<file path="config.mk">
export PLATFORM = sky130hd
export DESIGN_NAME = reset_sequencer
export DESIGN_NICKNAME = d
export VERILOG_FILES = /design/src/rtl/reset_seq_pkg.sv /design/src/rtl/reset_debounce.sv /design/src/rtl/reset_sequencer.sv
export SDC_FILE = /design/constraint.sdc
export NUM_CORES = 1
export LEC_CHECK = 0
export BUFFER_PORTS_ARGS = -buffer_cell sky130_fd_sc_hd__buf_2
export CELL_PAD_IN_SITES_DETAIL_PLACEMENT = 0
export CELL_PAD_IN_SITES_GLOBAL_PLACEMENT = 2
export CORE_AREA = 2 2 65 67
export CTS_BUF_LIST = sky130_fd_sc_hd__clkbuf_8
export DETAILED_ROUTE_END_ITERATION = 12
export DIE_AREA = 0 0 67 69
export GPL_TIMING_DRIVEN = 1
export PLACE_DENSITY_LB_ADDON = 0.1
export SLEW_MARGIN = 20
export SYNTH_ARGS = -nofsm -noshare
export SYNTH_HDL_FRONTEND = slang
export SYNTH_SLANG_ARGS = --single-unit
</file>
<file path="constraint.sdc">
create_clock -name CLK_48MHZ -period 1.6 [get_ports CLK_48MHZ]
set_clock_uncertainty 0.15 [all_clocks]
set_input_delay 0.08 -clock CLK_48MHZ [delete_from_list [all_inputs] [get_ports CLK_48MHZ]]
set_output_delay 0.08 -clock CLK_48MHZ [all_outputs]
set_load 0.02 [all_outputs]
</file>
<file path="src/rtl/reset_seq_pkg.sv">
// Shared state encodings, reset-cause codes and a counter-width helper for the reset sequencer.
package reset_seq_pkg;

  typedef enum logic [1:0] {
    ASSERT  = 2'd0,
    RELEASE = 2'd1,
    RUN     = 2'd2
  } state_t;

  typedef enum logic [1:0] {
    CAUSE_POR = 2'd0,
    CAUSE_EXT = 2'd1,
    CAUSE_SW  = 2'd2,
    CAUSE_WDT = 2'd3
  } cause_t;

  // Bits needed to hold 0..max_count; never less than one bit.
  function automatic int cnt_width(input int max_count);
    return (max_count < 1) ? 1 : $clog2(max_count + 1);
  endfunction

endpackage

</file>
<file path="src/rtl/reset_debounce.sv">
// Board reset pin conditioning: 2-flop synchroniser followed by a saturating low-sample counter.
module reset_debounce
  import reset_seq_pkg::*;
#(
  parameter int DEBOUNCE_CYCLES = 16
) (
  input  logic i_clk,
  input  logic i_reset,
  input  logic i_ext_reset_n,
  output logic ext_rst_db
);

  localparam int W = cnt_width(DEBOUNCE_CYCLES);

  logic         r_sync1;
  logic         r_sync2;
  logic [W-1:0] r_low_cnt;

  // Synchroniser resets to the pin's idle (high) level so a block reset never looks like a board reset.
  always_ff @(posedge i_clk) begin
    if (i_reset) begin
      r_sync1   <= 1'b1;
      r_sync2   <= 1'b1;
      r_low_cnt <= '0;
    end else begin
      r_sync1 <= i_ext_reset_n;
      r_sync2 <= r_sync1;
      if (r_sync2)
        r_low_cnt <= '0;
      else if (r_low_cnt != W'(DEBOUNCE_CYCLES))
        r_low_cnt <= r_low_cnt + 1'b1;
    end
  end

  assign ext_rst_db = (r_low_cnt == W'(DEBOUNCE_CYCLES));

endmodule

</file>
<file path="src/rtl/reset_sequencer.sv">
// Staggered multi-channel reset generator with external, software and optional watchdog triggers.
// Watchdog logic is built only when RESET_SEQ_WDT_EN is defined.
//
// state   | meaning
// ASSERT  | all channels high, pulse counter runs once no trigger is active
// RELEASE | channels drop one by one every STAGGER_CYCLES, bit 0 first
// RUN     | all channels low, RESET_DONE high, watchdog armed
module reset_sequencer
  import reset_seq_pkg::*;
#(
  parameter int NUM_CH          = 4,
  parameter int PULSE_CYCLES    = 48,
  parameter int STAGGER_CYCLES  = 8,
  parameter int DEBOUNCE_CYCLES = 16,
  parameter int WDT_CYCLES      = 48000000
) (
  input  logic              CLK_48MHZ,
  input  logic              RESET,
  input  logic              EXT_RESET_N,
  input  logic              SW_RESET_REQ,
  input  logic              WDT_KICK,
  output logic [NUM_CH-1:0] RESET_OUT,
  output logic              RESET_DONE,
  output logic [1:0]        RESET_CAUSE
);

  localparam int REL_MAX = (NUM_CH - 1) * STAGGER_CYCLES;
  localparam int PW      = cnt_width(PULSE_CYCLES - 1);
  localparam int RW      = cnt_width(REL_MAX);

  state_t            r_state;
  logic [PW-1:0]     r_pulse_cnt;
  logic [RW-1:0]     r_rel_cnt;
  logic [NUM_CH-1:0] r_out;
  logic              r_done;
  cause_t            r_cause;

  logic              w_ext_db;
  logic              w_wdt_fire;
  logic              w_trig;
  cause_t            w_cause;
  logic [RW-1:0]     w_rel_next;
  logic [NUM_CH-1:0] w_rel_mask;

  reset_debounce #(.DEBOUNCE_CYCLES(DEBOUNCE_CYCLES)) u_debounce (
    .i_clk         (CLK_48MHZ),
    .i_reset       (RESET),
    .i_ext_reset_n (EXT_RESET_N),
    .ext_rst_db    (w_ext_db)
  );

`ifdef RESET_SEQ_WDT_EN
  localparam int WW = cnt_width(WDT_CYCLES - 1);
  logic [WW-1:0] r_wdt_cnt;

  always_ff @(posedge CLK_48MHZ) begin
    if (RESET || r_state != RUN || WDT_KICK || w_trig)
      r_wdt_cnt <= '0;
    else if (r_wdt_cnt != WW'(WDT_CYCLES - 1))
      r_wdt_cnt <= r_wdt_cnt + 1'b1;
  end

  assign w_wdt_fire = (r_state == RUN) && !WDT_KICK && (r_wdt_cnt == WW'(WDT_CYCLES - 1));
`else
  logic w_unused_wdt;
  assign w_unused_wdt = WDT_KICK ^ (WDT_CYCLES == 0);
  assign w_wdt_fire   = 1'b0;
`endif

  assign w_trig = w_ext_db | SW_RESET_REQ | w_wdt_fire;

  always_comb begin
    w_cause = CAUSE_SW;
    if (w_ext_db)        w_cause = CAUSE_EXT;
    else if (w_wdt_fire) w_cause = CAUSE_WDT;
  end

  // Channel mask for the release count the FSM is about to enter; entering RELEASE means count 0.
  assign w_rel_next = (r_state == RELEASE) ? r_rel_cnt + 1'b1 : '0;

  always_comb begin
    w_rel_mask = '0;
    for (int i = 0; i < NUM_CH; i++)
      w_rel_mask[i] = (int'(w_rel_next) < i * STAGGER_CYCLES);
  end

  always_ff @(posedge CLK_48MHZ) begin
    if (RESET) begin
      r_state     <= ASSERT;
      r_pulse_cnt <= '0;
      r_rel_cnt   <= '0;
      r_out       <= '1;
      r_done      <= 1'b0;
      r_cause     <= CAUSE_POR;
    end else if (w_trig) begin
      r_state     <= ASSERT;
      r_pulse_cnt <= '0;
      r_rel_cnt   <= '0;
      r_out       <= '1;
      r_done      <= 1'b0;
      r_cause     <= w_cause;
    end else begin
      case (r_state)
        ASSERT: begin
          if (r_pulse_cnt == PW'(PULSE_CYCLES - 1)) begin
            r_state   <= RELEASE;
            r_rel_cnt <= '0;
            r_out     <= w_rel_mask;
          end else begin
            r_pulse_cnt <= r_pulse_cnt + 1'b1;
          end
        end
        RELEASE: begin
          if (r_rel_cnt == RW'(REL_MAX)) begin
            r_state <= RUN;
            r_out   <= '0;
            r_done  <= 1'b1;
          end else begin
            r_rel_cnt <= w_rel_next;
            r_out     <= w_rel_mask;
          end
        end
        RUN: begin
          r_out  <= '0;
          r_done <= 1'b1;
        end
        default: begin
          r_state <= ASSERT;
          r_out   <= '1;
          r_done  <= 1'b0;
        end
      endcase
    end
  end

  assign RESET_OUT   = r_out;
  assign RESET_DONE  = r_done;
  assign RESET_CAUSE = r_cause;

endmodule

</file>
# Word-level counts from Yosys, hierarchy flattened
# Cells that the tools add are included.
[totals]
register_bits = 27
input_bits = 5
output_inout_bits = 7
word_cells = 49
[classes]
n_addsub = 3
n_lt_le_gt_ge = 3
n_eq_ne = 9
n_mux = 13
n_bitwise = 4
reduce_logical = 8
[op_table]
columns = ["operator", "n"]
rows = [
  ["$mux W5", 3],
  ["$pmux W4 S3", 1],
  ["$add A5 B1 Y5 const B", 2],
  ["$eq A5 B5 Y1 const B", 2],
  ["$lt A5 B5 Y1 const B", 2],
  ["$pmux W5 S2", 1],
  ["$mux W4", 2],
  ["$add A6 B1 Y6 const B", 1],
  ["$eq A6 B6 Y1 const B", 1],
  ["$mux W2", 3],
  ["$pmux W2 S3", 1],
  ["$reduce_and A3 Y1", 2],
  ["$lt A5 B4 Y1 const B", 1],
  ["$ne A5 B5 Y1 const B", 1],
  ["$ne A2 B2 Y1 const B", 2],
  ["$reduce_and A2 Y1", 2],
  ["$reduce_or A2 Y1", 2],
  ["$not A1 Y1", 3],
  ["$pmux W1 S3", 1],
  ["$eq A2 B1 Y1 const B", 1],
  ["$eq A2 B2 Y1 const B", 1],
  ["$logic_not A2 Y1", 1],
  ["$ne A2 B1 Y1 const B", 1],
  ["$reduce_bool A2 Y1", 1],
  ["2 further kinds", 2],
]

# Longest topological paths before layout
[depth]
word_depth = 5
ltp_mapped = 7
depth_no_buf = 6

# Cells and area by module
# Synthesis repeated with hierarchy kept, for this count alone.
[hier_totals]
hier_cells = 143
hier_area_um2 = 1292.5
[by_module_without_submodules]
columns = ["module", "instances", "cells_per_inst", "area_per_inst_um2", "seq_area_each_um2"]
rows = [
  ["reset_sequencer", 1, 116, 1007.2, 400.4],
  ["reset_debounce", 1, 27, 285.3, 140.1],
]

# Worst setup path before layout
# OpenSTA, ideal clock, no wires.
[synth_timing]
path_type = "reg-to-reg"
from = "reg u_debounce.r_low_cnt[0]"
to = "reg r_rel_cnt[1]"
setup_ns = 0.070
arrival_ns = 1.490
required_time_ns = 1.380
path_slack_ns = -0.109
path_stages_with_launch = 8
n_path_buf = 2
synth_period_minus_slack_ns = 1.709
path_cell_list = "dfxtp_1 > inv_1 > ha_1 > nor4bb_1 > clkbuf_1 > or3_1 > buf_2 > a21oi_1"
[synth_between]
elab_chain_cells = 3
[synth_lines]
columns = ["element", "line_no", "source"]
rows = [
  ["start: declaration", "reset_debounce.sv:17", "logic [W-1:0] r_low_cnt;"],
  ["start signal: assignment", "reset_debounce.sv:31", "r_low_cnt <= r_low_cnt + 1'b1;"],
  ["$eq A5 B5 Y1", "reset_debounce.sv:35", "assign ext_rst_db = (r_low_cnt == W'(DEBOUNCE_CYCLES));"],
  ["$or A1 B1 Y1", "reset_sequencer.sv:70", "assign w_trig = w_ext_db | SW_RESET_REQ | w_wdt_fire;"],
  ["$reduce_or A2 Y1 (no line)", "n/a", ""],
  ["end signal: assignment", "reset_sequencer.sv:119", "r_rel_cnt <= w_rel_next;"],
  ["end: declaration", "reset_sequencer.sv:33", "logic [RW-1:0] r_rel_cnt;"],
]
# No other way between the ends.
# A chain may end at the register's enable or synchronous reset.

# Worst setup path in the final report
[layout_timing]
from = "reg r_rel_cnt[0]"
to = "reg r_rel_cnt[4]"
[layout_between]
elab_chain_cells = 4
word_cells_on_any_way = 7
classes_between = "add/sub: 1; eq/ne: 2; mux: 3; reduce/logical: 1"
[layout_lines]
columns = ["element", "line_no", "source"]
rows = [
  ["$add A5 B1 Y5", "reset_sequencer.sv:79", "assign w_rel_next = (r_state == RELEASE) ? r_rel_cnt + 1'b1 : '0;"],
  ["$mux W5", "reset_sequencer.sv:79", ""],
  ["$mux W5", "reset_sequencer.sv:114", "if (r_rel_cnt == RW'(REL_MAX)) begin"],
  ["$pmux W5 S2", "reset_sequencer.sv:103", "case (r_state)"],
]
# Parallel ways exist; a longest one is shown, timed or not. The select of a mux whose other input is x is not followed.

==> run_results.csv <==
group,metric,value,unit
placement,gp_congestion,0.813,
grt,grt_pass1_wl,5.84,mm
clock_network,cts_tree,"built",
clock_network,clk_latency,270,ps
drt,routed_via_density,4.97,
power_and_ir_drop,switching_power,0.250,mW
floorplan,rows,23,
clock_network,cts.path.max_buffers,2,
placement,numPortBuffers,10,
grt,antenna_found_initial,0,
min_path,holdPathStages,1,
timing,setup_viol,7,
critical_path,ff2ff_path_depth,6,
floorplan,design.die.area,4620,um2
clock_network,cts_buffers,3,
min_path,hp-class,"reg2reg",
floorplan,die-width,67,um
critical_path,critical_path_buf_inv_count,1,
critical_path,path_cells,"inv_2 > ha_2 > nand4b_1 > mux2i_2 > or4b_1 > a21oi_2",
critical_path,start_kind,"flip-flop",
grt,grt_max_degree,16,
power_and_ir_drop,p_leak,0.790,nW
timing,worstMarginPinSlew,325,ps
floorplan,coreArea,3910,um2
power_and_ir_drop,swShare,22.0,%
grt,grt_use_total,16.0,%
critical_path,end_kind,"flip-flop",
timing,fin_setup_tns,-440,ps
critical_path,crit_arrival,1770,ps
floorplan,initial_core_util,32.9,%
timing,layout_setup_ws,-106,ps
drt,drtIter0Drc,37,
critical_path,critPathSlowestCell,"or4b_1",
critical_path,cp.depth,6,
layout,n_antenna_cell,0,
floorplan,ios,12,
floorplan,die_h,69,um
power_and_ir_drop,clock_power_share,33.8,%
job,maxCapViolCount,0,
clock_network,clkTransAtPathRegs,90,ps
critical_path,crit_family,"simple AND/OR/NAND/NOR gates",
critical_path,cp_max_fo,4,
timing,drv_slew,0,
drt,wire_per_inst,14.2,um
yosys,synth_nets,158,
yosys,yosys_warnings,0,
drt,drt_wl_total,3.51,mm
critical_path,reg2reg_from,"r_rel_cnt[0]",
drt,ant_nets,0,
clock_network,htree_levels,1,
yosys,synth_cells,144,
placement,place_ws,-115,ps
drt,dr.pass1.iters,4,
layout,final_cell_mix,"buf_4 (33), dfxtp_1 (19), nor2_1 (10), buf_2 (10), a21oi_2 (9)",
critical_path,max_stage_delay,500,ps
layout,synthToLayoutAreaGrowth,57.0,%
outcome,violations,"setup timing",
power_and_ir_drop,p_total,1.14,mW
yosys,synth_area_per_cell,8.94,um2
placement,post-dp-hpwl,2.39,mm
timing,grt_setup_unrepaired,"true",
drt,drc_errors,0,
critical_path,ff2ff_setup_slack,-110,ps
grt,grt_pass1_vias,1233,
outcome,status,"complete, but fails checks",
power_and_ir_drop,vdd_drop_max,0.447,mV
layout,final_common_cell,"buf_4",
layout,nets,213,
yosys,ys_types,31,
critical_path,required,1660,ps
timing,fin_crit,1710,ps
clock_network,cts.sinks,27,
power_and_ir_drop,p_int,0.888,mW
yosys,synth_seq_cells,27,
power_and_ir_drop,p_per_area,563,nW/um2
power_and_ir_drop,seq_power_share,60.0,%
timing,max_freq,586,MHz
critical_path,crit_path_start,"r_rel_cnt[0]",
yosys,synth_area,1290,um2
timing,finalCritPeriodShare,107,%
placement,post_dp_cell_area,1670,um2
layout,stdcell_area,2020,um2
drt,routed-via-count,1232,
yosys,yosysSeqAreaShare,42.0,%
grt,overflow,0,
power_and_ir_drop,comb_power_share,6.3,%
critical_path,critPathCapture,"r_rel_cnt[4]",
layout,drive_above_1_share,52.0,%
critical_path,path_class,"reg2reg",
clock_network,root_buffer,"clkbuf_8",
timing,hold_viol_final,0,
critical_path,regToRegEndpoint,"r_rel_cnt[4]",
timing,max_slew_margin,78.3,%
-- through the flow --
| stage | hold slack, ps | std cells | utilization [%] |
|---|---|---|---|
| 2_1_floorplan | 33.8 | 144 | - |
| 3_3_place_gp | 114 | 230 | 42.7 |
| 3_5_place_dp | 121 | 230 | 42.7 |
| 4_1_cts | 270 | 243 | 48.6 |
| 5_1_grt | 307 | 248 | 51.7 |
| 6_report | 266 | 248 | 51.7 |
-- cell type report --
cell class	instances	area, um2
clock buffer	3	41.3
sequential	27	551
clock inverter	1	5.00
fill	388	1890
inverter	9	33.8
tap	50	62.6
multi-input combinational	103	870
timing repair buffer	55	459
-- cell usage after synthesis --
master	instances	share of area, %
or3_1	4	1.9
o211a_1	1	0.78
nand2_1	6	1.7
dfxtp_1	27	42
or2_2	2	0.97
nor4bb_1	1	0.78
a21oi_1	11	4.3
nand4_1	6	2.9
or4_1	1	0.58
or4b_1	1	0.78
xnor2_1	3	2.0
nor2_1	10	2.9
a31oi_1	2	0.97
mux2i_1	3	2.3
a21boi_2	1	0.87
xor2_1	7	4.8
and2_1	2	0.97
nand3_1	8	3.1
buf_2	3	1.2
o211ai_1	2	1.2
ha_1	9	8.7
clkbuf_1	3	0.87
inv_1	9	2.6
o21ai_0	5	1.9
o31ai_1	3	1.7
o21ai_1	1	0.39
and3_1	1	0.49
and4b_1	1	0.78
nor3_1	7	2.7
a211oi_1	1	0.58
nand4b_1	3	2.0
-- flip-flops by register name (all words and copies together) (netlist names) --
register / flops
r_pulse_cnt: 6
r_rel_cnt: 5
u_debounce.r_low_cnt: 5
RESET_OUT: 4
RESET_CAUSE: 2
r_state: 2
RESET_DONE: 1
u_debounce.r_sync1: 1
u_debounce.r_sync2: 1
-- power by group through the flow --
stage                     Clock, mW  Combinational, mW  Sequential [mW]
after detailed placement          0             0.0482            0.699
after global routing          0.435             0.0777            0.685
final                         0.385             0.0712            0.683
after CTS                     0.404             0.0697            0.683
after global placement            0             0.0468            0.698
after floorplan                   0             0.0284            0.701
-- logic make-up (layout without fill, tap and decap cells) --
| group | Yosys count | in the layout | synth area share [%] |
|---|---|---|---|
| and+or+nand+nor | 53 | 54 | 22.7 |
| AOI/OAI and AO/OA | 27 | 27 | 12.7 |
| DFF | 27 | 27 | 42.0 |
| buffers and inverters | 15 | 68 | 4.66 |
| xor gates and xnor gates | 10 | 10 | 6.80 |
| adders and majority gates | 9 | 9 | 8.75 |
| muxes | 3 | 3 | 2.33 |
-- how the worst min path moves through the flow --
stage | from | to | slack, ps
final | u_debounce.r_sync1 | u_debounce.r_sync2 | 270
after global placement | EXT_RESET_N | u_debounce.r_sync1 | 110
after CTS | u_debounce.r_sync1 | u_debounce.r_sync2 | 270
after global routing | u_debounce.r_sync1 | u_debounce.r_sync2 | 310
after detailed placement | EXT_RESET_N | u_debounce.r_sync1 | 120
after floorplan | EXT_RESET_N | u_debounce.r_sync1 | 30
-- metal layers --
metal	global-route usage (%)	part of all wire, %	vias up
li1	-	-	621
met1	22.3	47	600
met2	25.2	51	9
met3	2.45	2.0	2
met4	4.76	0.68	0
met5	0	0	-
-- what timing repair did --
| item | CTS | global route |
|---|---|---|
| hold buffers | 3 | 0 |
| endpoints found under the setup margin | 20 | 14 |
| hold endpoints to repair | 5 | 0 |
| cloned | 1 | 0 |
| setup buffers | 5 | 6 |
| pin swaps | 14 | 14 |
| gates resized for setup | 24 | 21 |
Note: power is estimated with default switching activity, not from simulation.
